[src/rtl/musicbox_memory_arbiter_if.sv]
// Bundle of requester and memory-side signals of the MusicBox memory arbiter.
// slave = arbiter side, master = requesters plus memory (the environment).
interface musicbox_memory_arbiter_if #(
  parameter int ADDR_W = 16,
  parameter int DATA_W = 16
);
  logic              rec_request;
  logic [ADDR_W-1:0] rec_address;
  logic [DATA_W-1:0] rec_writeData;
  logic              rec_done;
  logic              play_request;
  logic [ADDR_W-1:0] play_address;
  logic              play_done;
  logic              song_request;
  logic [ADDR_W-1:0] song_address;
  logic              song_done;
  logic [DATA_W-1:0] readData;
  logic [2:0]        grant;
  logic              busy;
  logic              timeoutError;
  logic              mem_request;
  logic              mem_write;
  logic [ADDR_W-1:0] mem_address;
  logic [DATA_W-1:0] mem_writeData;
  logic              mem_ready;
  logic [DATA_W-1:0] mem_readData;

  // Handshake: a requester holds request/address/data stable until its done
  // pulse; the memory answers each one-cycle mem_request with one mem_ready.
  modport slave (
    input  rec_request, rec_address, rec_writeData,
    input  play_request, play_address,
    input  song_request, song_address,
    input  mem_ready, mem_readData,
    output rec_done, play_done, song_done,
    output readData, grant, busy, timeoutError,
    output mem_request, mem_write, mem_address, mem_writeData
  );

  modport master (
    output rec_request, rec_address, rec_writeData,
    output play_request, play_address,
    output song_request, song_address,
    output mem_ready, mem_readData,
    input  rec_done, play_done, song_done,
    input  readData, grant, busy, timeoutError,
    input  mem_request, mem_write, mem_address, mem_writeData
  );
endinterface

[src/rtl/musicbox_memory_arbiter.sv]
// Round-robin arbiter sharing one single-port sample memory between the
// record writer, playback reader and song reader, with per-transaction timeout.
module musicbox_memory_arbiter #(
  parameter int         ADDR_W         = 16,
  parameter int         DATA_W         = 16,
  parameter logic [4:0] STATE_RECORD   = 5'd3,
  parameter int         TIMEOUT_CYCLES = 64
) (
  input  logic        clock_50Mhz,
  input  logic        reset,
  input  logic [4:0]  currentState,
  output logic [1:0]  debugState,
  musicbox_memory_arbiter_if.slave bus
);

  typedef enum logic [1:0] {IDLE, ISSUE, WAIT, RESPOND} arbState_t;

  localparam int CNT_W = (TIMEOUT_CYCLES > 2) ? $clog2(TIMEOUT_CYCLES) : 1;
  localparam logic [CNT_W-1:0] LAST_WAIT = CNT_W'(TIMEOUT_CYCLES - 1);

  arbState_t         state, nextState;
  logic [2:0]        eligible, winner, grantReg, lastGrant;
  logic [ADDR_W-1:0] addressReg;
  logic [DATA_W-1:0] writeDataReg, readDataReg;
  logic              writeReg, timeoutArmed;
  logic [CNT_W-1:0]  waitCount;

  assign eligible = {bus.song_request, bus.play_request,
                     bus.rec_request && (currentState == STATE_RECORD)};

  // Search starts just after the last owner: rec -> play -> song -> rec.
  always_comb begin
    winner = 3'b000;
    case (lastGrant)
      3'b001: begin
        if      (eligible[1]) winner = 3'b010;
        else if (eligible[2]) winner = 3'b100;
        else if (eligible[0]) winner = 3'b001;
      end
      3'b010: begin
        if      (eligible[2]) winner = 3'b100;
        else if (eligible[0]) winner = 3'b001;
        else if (eligible[1]) winner = 3'b010;
      end
      default: begin
        if      (eligible[0]) winner = 3'b001;
        else if (eligible[1]) winner = 3'b010;
        else if (eligible[2]) winner = 3'b100;
      end
    endcase
  end

  always_comb begin
    nextState = state;
    case (state)
      IDLE:    if (|eligible) nextState = ISSUE;
      ISSUE:   nextState = WAIT;
      WAIT:    if (bus.mem_ready || (waitCount == LAST_WAIT)) nextState = RESPOND;
      RESPOND: nextState = IDLE;
      default: nextState = IDLE;
    endcase
  end

  always_ff @(posedge clock_50Mhz) begin
    if (reset) begin
      state        <= IDLE;
      grantReg     <= 3'b000;
      lastGrant    <= 3'b100;
      addressReg   <= '0;
      writeDataReg <= '0;
      readDataReg  <= '0;
      writeReg     <= 1'b0;
      timeoutArmed <= 1'b0;
      waitCount    <= '0;
    end else begin
      state <= nextState;
      case (state)
        IDLE: begin
          if (|eligible) begin
            grantReg     <= winner;
            writeReg     <= winner[0];
            writeDataReg <= bus.rec_writeData;
            if (winner[0])      addressReg <= bus.rec_address;
            else if (winner[1]) addressReg <= bus.play_address;
            else                addressReg <= bus.song_address;
          end
        end
        ISSUE: begin
          waitCount    <= '0;
          timeoutArmed <= 1'b0;
        end
        WAIT: begin
          // A real answer wins over a timeout landing in the same cycle.
          if (bus.mem_ready) begin
            if (!writeReg) readDataReg <= bus.mem_readData;
          end else if (waitCount == LAST_WAIT) begin
            readDataReg  <= '0;
            timeoutArmed <= 1'b1;
          end else begin
            waitCount <= waitCount + 1'b1;
          end
        end
        RESPOND: begin
          lastGrant    <= grantReg;
          grantReg     <= 3'b000;
          writeReg     <= 1'b0;
          timeoutArmed <= 1'b0;
        end
        default: ;
      endcase
    end
  end

  assign debugState        = state;
  assign bus.busy          = (state != IDLE);
  assign bus.grant         = grantReg;
  assign bus.mem_request   = (state == ISSUE);
  assign bus.mem_write     = writeReg;
  assign bus.mem_address   = addressReg;
  assign bus.mem_writeData = writeDataReg;
  assign bus.readData      = readDataReg;
  assign bus.rec_done      = (state == RESPOND) && grantReg[0];
  assign bus.play_done     = (state == RESPOND) && grantReg[1];
  assign bus.song_done     = (state == RESPOND) && grantReg[2];
  assign bus.timeoutError  = (state == RESPOND) && timeoutArmed;

endmodule

[src/flat_wrapper.sv]
// flat-port wrapper written by rule: the top's interface ports become plain ports
module musicbox_memory_arbiter_flat 
#(
  parameter int         ADDR_W         = 16,
  parameter int         DATA_W         = 16,
  parameter logic [4:0] STATE_RECORD   = 5'd3,
  parameter int         TIMEOUT_CYCLES = 64
)
  (clock_50Mhz, reset, currentState, debugState, bus_rec_request, bus_rec_address, bus_rec_writeData, bus_play_request, bus_play_address, bus_song_request, bus_song_address, bus_mem_ready, bus_mem_readData, bus_rec_done, bus_play_done, bus_song_done, bus_readData, bus_grant, bus_busy, bus_timeoutError, bus_mem_request, bus_mem_write, bus_mem_address, bus_mem_writeData);
  musicbox_memory_arbiter_if #(.ADDR_W(ADDR_W), .DATA_W(DATA_W)) bus_i ();
  input  logic clock_50Mhz;
  input  logic reset;
  input  logic [4:0] currentState;
  output logic [1:0] debugState;
  input wire logic [$bits(bus_i.rec_request)-1:0] bus_rec_request;
  input wire logic [$bits(bus_i.rec_address)-1:0] bus_rec_address;
  input wire logic [$bits(bus_i.rec_writeData)-1:0] bus_rec_writeData;
  input wire logic [$bits(bus_i.play_request)-1:0] bus_play_request;
  input wire logic [$bits(bus_i.play_address)-1:0] bus_play_address;
  input wire logic [$bits(bus_i.song_request)-1:0] bus_song_request;
  input wire logic [$bits(bus_i.song_address)-1:0] bus_song_address;
  input wire logic [$bits(bus_i.mem_ready)-1:0] bus_mem_ready;
  input wire logic [$bits(bus_i.mem_readData)-1:0] bus_mem_readData;
  output wire logic [$bits(bus_i.rec_done)-1:0] bus_rec_done;
  output wire logic [$bits(bus_i.play_done)-1:0] bus_play_done;
  output wire logic [$bits(bus_i.song_done)-1:0] bus_song_done;
  output wire logic [$bits(bus_i.readData)-1:0] bus_readData;
  output wire logic [$bits(bus_i.grant)-1:0] bus_grant;
  output wire logic [$bits(bus_i.busy)-1:0] bus_busy;
  output wire logic [$bits(bus_i.timeoutError)-1:0] bus_timeoutError;
  output wire logic [$bits(bus_i.mem_request)-1:0] bus_mem_request;
  output wire logic [$bits(bus_i.mem_write)-1:0] bus_mem_write;
  output wire logic [$bits(bus_i.mem_address)-1:0] bus_mem_address;
  output wire logic [$bits(bus_i.mem_writeData)-1:0] bus_mem_writeData;
  assign bus_i.rec_request = bus_rec_request;
  assign bus_i.rec_address = bus_rec_address;
  assign bus_i.rec_writeData = bus_rec_writeData;
  assign bus_i.play_request = bus_play_request;
  assign bus_i.play_address = bus_play_address;
  assign bus_i.song_request = bus_song_request;
  assign bus_i.song_address = bus_song_address;
  assign bus_i.mem_ready = bus_mem_ready;
  assign bus_i.mem_readData = bus_mem_readData;
  assign bus_rec_done = bus_i.rec_done;
  assign bus_play_done = bus_i.play_done;
  assign bus_song_done = bus_i.song_done;
  assign bus_readData = bus_i.readData;
  assign bus_grant = bus_i.grant;
  assign bus_busy = bus_i.busy;
  assign bus_timeoutError = bus_i.timeoutError;
  assign bus_mem_request = bus_i.mem_request;
  assign bus_mem_write = bus_i.mem_write;
  assign bus_mem_address = bus_i.mem_address;
  assign bus_mem_writeData = bus_i.mem_writeData;
  musicbox_memory_arbiter #(.ADDR_W(ADDR_W), .DATA_W(DATA_W), .STATE_RECORD(STATE_RECORD), .TIMEOUT_CYCLES(TIMEOUT_CYCLES)) u_core (.clock_50Mhz(clock_50Mhz), .reset(reset), .currentState(currentState), .debugState(debugState), .bus(bus_i));
endmodule
[config.mk]
export PLATFORM = sky130hd
export DESIGN_NAME = musicbox_memory_arbiter_flat
export DESIGN_NICKNAME = d
export VERILOG_FILES = /design/src/rtl/musicbox_memory_arbiter_if.sv /design/src/rtl/musicbox_memory_arbiter.sv /design/src/flat_wrapper.sv
export SDC_FILE = /design/constraint.sdc
export NUM_CORES = 1
export LEC_CHECK = 0
export BUFFER_PORTS_ARGS = -buffer_cell sky130_fd_sc_hd__buf_2
export CAP_MARGIN = 25
export CORE_MARGIN = 2
export CORE_UTILIZATION = 45
export CTS_CLUSTER_SIZE = 24
export DETAILED_ROUTE_END_ITERATION = 7
export PLACE_DENSITY = 0.8
export REMOVE_ABC_BUFFERS = 1
export SYNTH_ARGS = -nofsm -noshare
export SYNTH_HDL_FRONTEND = slang
export SYNTH_SLANG_ARGS = --single-unit
[constraint.sdc]
create_clock -name clock_50Mhz -period 2.6 [get_ports clock_50Mhz]
set_input_delay 0.13 -clock clock_50Mhz [delete_from_list [all_inputs] [get_ports clock_50Mhz]]
set_output_delay 0.13 -clock clock_50Mhz [all_outputs]
set_load 0.02 [all_outputs]
==> flow_results.org <==
** Synth
- Ranked by total cell area, the synthesized netlist is headed by dfxtp_1 45%, nand2_1 7.9%, a21oi_1 7.5%.
- The synthesized design contains 0 enable-type register cells.
- Total of flip-flops plus latches after synthesis :: 63
- Most frequently used cell type in the post-synthesis netlist :: dfxtp_1
- Sequential fraction of the synthesis area :: 45.1%
- Number of distinct library cells after synthesis :: 37
- For this run, the number of Yosys warnings is 0.
- In the synthesized netlist, the number of instances is 326.
- In this run the cell area of the synthesized design comes to 2800 um2.
- For this run, asynchronously set or reset flops after synthesis account for 0%.
- Summed over its instances, the top area cell type makes up 45.1% of the synthesized netlist area.
- Commonest cells in the netlist :: 63 x dfxtp_1, 59 x nand2_1, 42 x a21oi_1
- Top FF cell, synth :: dfxtp_1
- dfxtp_1 takes more of the synthesized area than any other cell.
- Synthesized area per cell :: roughly 8.6 um2

** Layout
- Final instance area :: 3800 um2
- Layout fillers :: about 520
- Finished Core Util :: 63.8%
- In the final layout, the share of cells above drive strength 1 is 37.0%.
- Count of antenna diodes in the layout :: 0
- P&R area growth vs syn :: 35.7%
- Number of nets in the finished design :: 564

** Timing
- Setup Skew :: 7.71 ps
- Clock period minus final worst setup slack :: 1980 ps
- Final Slew Violations :: 0
- At the pin with the least slew margin, the transition time is 629 ps.
- Setup violations remaining at the end of the flow were counted as 0.
- Total count of hold-check failures in the final report :: 0
- Static timing analysis puts the maximum clock frequency at approximately 500 MHz.
- After layout, the worst setup slack is 618 ps.
- Share of the clock period used by the worst path :: 76.2%
- Sum of negative setup slack :: 0 ps
- Setup repair after global routing left no endpoint under its margin.
- Relative slew slack :: 58.0%

** GRT
- Initial antenna violation count :: 0
- Via count of the first global-routing pass :: 2705
- Across every metal layer, demand over resource in global routing totals 21.9%.
- The first global-routing pass estimated 12600 um of wire.
- Pin count of the biggest net entering global routing :: 44
- For this run the aggregate overflow at the end of global routing stands at 0.

** Route
- DRT antenna net count :: 0
- In this run, the number of DRC markers left after iteration 0 of detailed routing was 95.
- Routed via count divided by cell count :: 5.30
- DRC viols :: 0
- In the final routed layout, each cell accounts on average for 14.0 um.
- Drt first pass iters :: 4
- The routed layout has 2905 vias.
- Drt total wl :: 7660 um

** Clock network
- The clock drives 63 sinks.
- Clock H-tree levels :: 3
- Cell chosen for the clock root :: clkbuf_8
- The later pin in the worst-skew pair is clocked with a latency of 330 ps.
- Clock tree synthesis inserted a total of 9 buffers.
- TritonCTS clock tree :: done
- Resized cells post-CTS :: 0
- The clock passes through at most 2 buffers.
- Clock-pin slew was measured on the worst setup and hold paths at 70 ps.
- After clock tree synthesis, the flow added hold-fix buffers numbering 0.
- In this run the post-CTS setup repair buffer count came out at 0.

** Die
- In this run the count of I/O pins placed on the die edge is 151.
- In this run the vertical extent of the chip is between 80 and 90 um.
- For this configuration, the core starts out at a cell density of 47.0%.
- The floorplan has 28 rows.
- Core Box Area :: between 5000 and 6000 um2
- Die X-Extent :: ~83 um
- The die covers between 6000 and 7000 um2.

** Place
- Once detailed placement completed, the half-perimeter wirelength came to 5530 um.
- The congestion estimate from routability-driven global placement came to 0.865.
- Pre-CTS WS :: 635 ps
- DP Area :: 3570 um2
- In this run the tool buffered the top-level ports with 150 buffer cells.

** Critical path
- Nature of the critical path endpoint :: flop
- R2r setup slk :: between 600 and 700 ps
- The slowest stage of the critical path belongs to the cell dfxtp_1.
- On the worst path, the slowest cell contributes a delay of 400 ps.
- The worst setup path is launched from a flop.
- Of all nets on the critical path, the largest fanout is 18.
- For the worst setup path, the data arrival time is between 2000 and 2500 ps.
- Crit Path Category :: flop to flop
- The endpoint identified for the worst register-to-register timing path is u_core.bus.mem_address[5].
- Worst Path Required :: 2820 ps
- Traced cell by cell, the critical path runs through nor2b_1 -> a22oi_1 -> o21a_1 -> and3_4 -> a221o_1.
- For the worst flop-to-flop path, the logic depth is 5.
- The startpoint identified for the worst register-to-register timing path is u_core.lastGrant[0].

** Power and ir drop
- Switching component of the power :: ~1.3 mW
- For this design the static power due to leakage is between 1.5 and 2 nW.
- Combinational cells account for 34.9% of the total power.
- Post-layout power :: 3.38 mW
- Power Internal :: 2.12 mW
- Portion of total power attributed to sequential cells :: between 30% and 40%
- In this run the power density over the cells is 889 nW/um2.
- IR analysis of the VDD net gives a maximum drop of 600 uV.
- Net switching is 37.2% of the power.
- Clock network power share :: 28.7%

** Min path
- Hold-critical path depth :: 2
- Worst Hold Path EP :: u_core.bus.mem_address[7]
- In this run the most critical hold path is launched from bus_rec_address[7].
- The min-delay analysis places its worst path in the category input pin to flop.

** Run status
- The flow ran to the end, and the final reports show no timing, DRC or antenna violations.

** Job
- Across the run, the number of max-cap violations was 0.
registers in the layout, indices dropped and copies added, names as in the netlist:
name                      count
u_core.bus.mem_writeData     16
u_core.timeoutArmed           1
u_core.bus.mem_address       16
u_core.bus.readData          16
u_core.lastGrant              3
u_core.debugState             2
u_core.bus.grant              3
u_core.waitCount              6
power by group through the flow:
stage | logic (mW) | registers (mW) | clock network [mW]
floorplan | 0.544 | 1.44 | 0
global placement | 1.16 | 1.25 | 0
detailed placement | 1.18 | 1.25 | 0
CTS | 1.18 | 1.23 | 0.991
global route | 1.29 | 1.25 | 1.04
finish | 1.18 | 1.23 | 0.968
worst max-delay path by stage:
stage	startpoint	endpoint	slack [ps]	depth (start not counted)
after floorplan	u_core.lastGrant[0]	u_core.bus.mem_address[0]	-1470	5
after global placement	u_core.waitCount[0]	u_core.bus.readData[5]	620	6
after detailed placement	currentState[2]	u_core.bus.mem_address[3]	630	7
after CTS	u_core.lastGrant[0]	u_core.bus.mem_address[5]	620	5
after global routing	u_core.lastGrant[0]	u_core.bus.mem_address[14]	480	5
final	u_core.lastGrant[0]	u_core.bus.mem_address[5]	620	5
cell families after synthesis:
logic type	share of synthesized area, %
simple gates	22.0
compound gates	17.6
flops	45.1
buf+inv	5.81
mux	5.72
xor+xnor	1.56
fa+ha+maj	2.24
metal layers:
layer	GRT usage [%]	part of all wire [%]	vias up
met5	0	0	-
met4	7.00	1.2	0
met3	5.57	6.2	10
met2	37.0	49	100
met1	27.4	43	1336
li1	-	-	1459
critical path: cells and delay by family (launching register included):
family | cells | cell delay, ps
AO/OA/AOI/OAI | 3 | 890
flip-flops | 1 | 400
AND/OR/NAND/NOR | 2 | 570
through the flow:
stage / hold slack, ps / cells
after floorplan: 199 / 300
after global placement: 354 / 531
after detailed placement: 358 / 532
after CTS: 5.84 / 548
after global routing: 5.40 / 548
final: 19.8 / 548
layout make-up:
type	instances	area, um2	area share, %
flip-flops and latches	63	1260	33.2
clock inverters	6	92.6	2.44
multi-input cells	230	1380	36.4
repair buffers	157	803	21.2
well taps	75	93.8	2.47
clock buffers	10	138	3.62
inverters	7	26.3	0.692
cell usage in the layout (no fill, tap or decap), types with 5 or more instances in the layout:
cell / instances
buf_2: 150
dfxtp_1: 63
nand2_1: 59
a21oi_1: 42
nor3_1: 18
nand4_1: 17
mux2i_1: 16
a221o_1: 16
nor2_1: 13
clkbuf_8: 10
inv_1: 7
nand3_1: 7
buf_4: 7
and2_1: 5
ha_1: 5
Note: power is estimated with default switching activity, not from simulation.
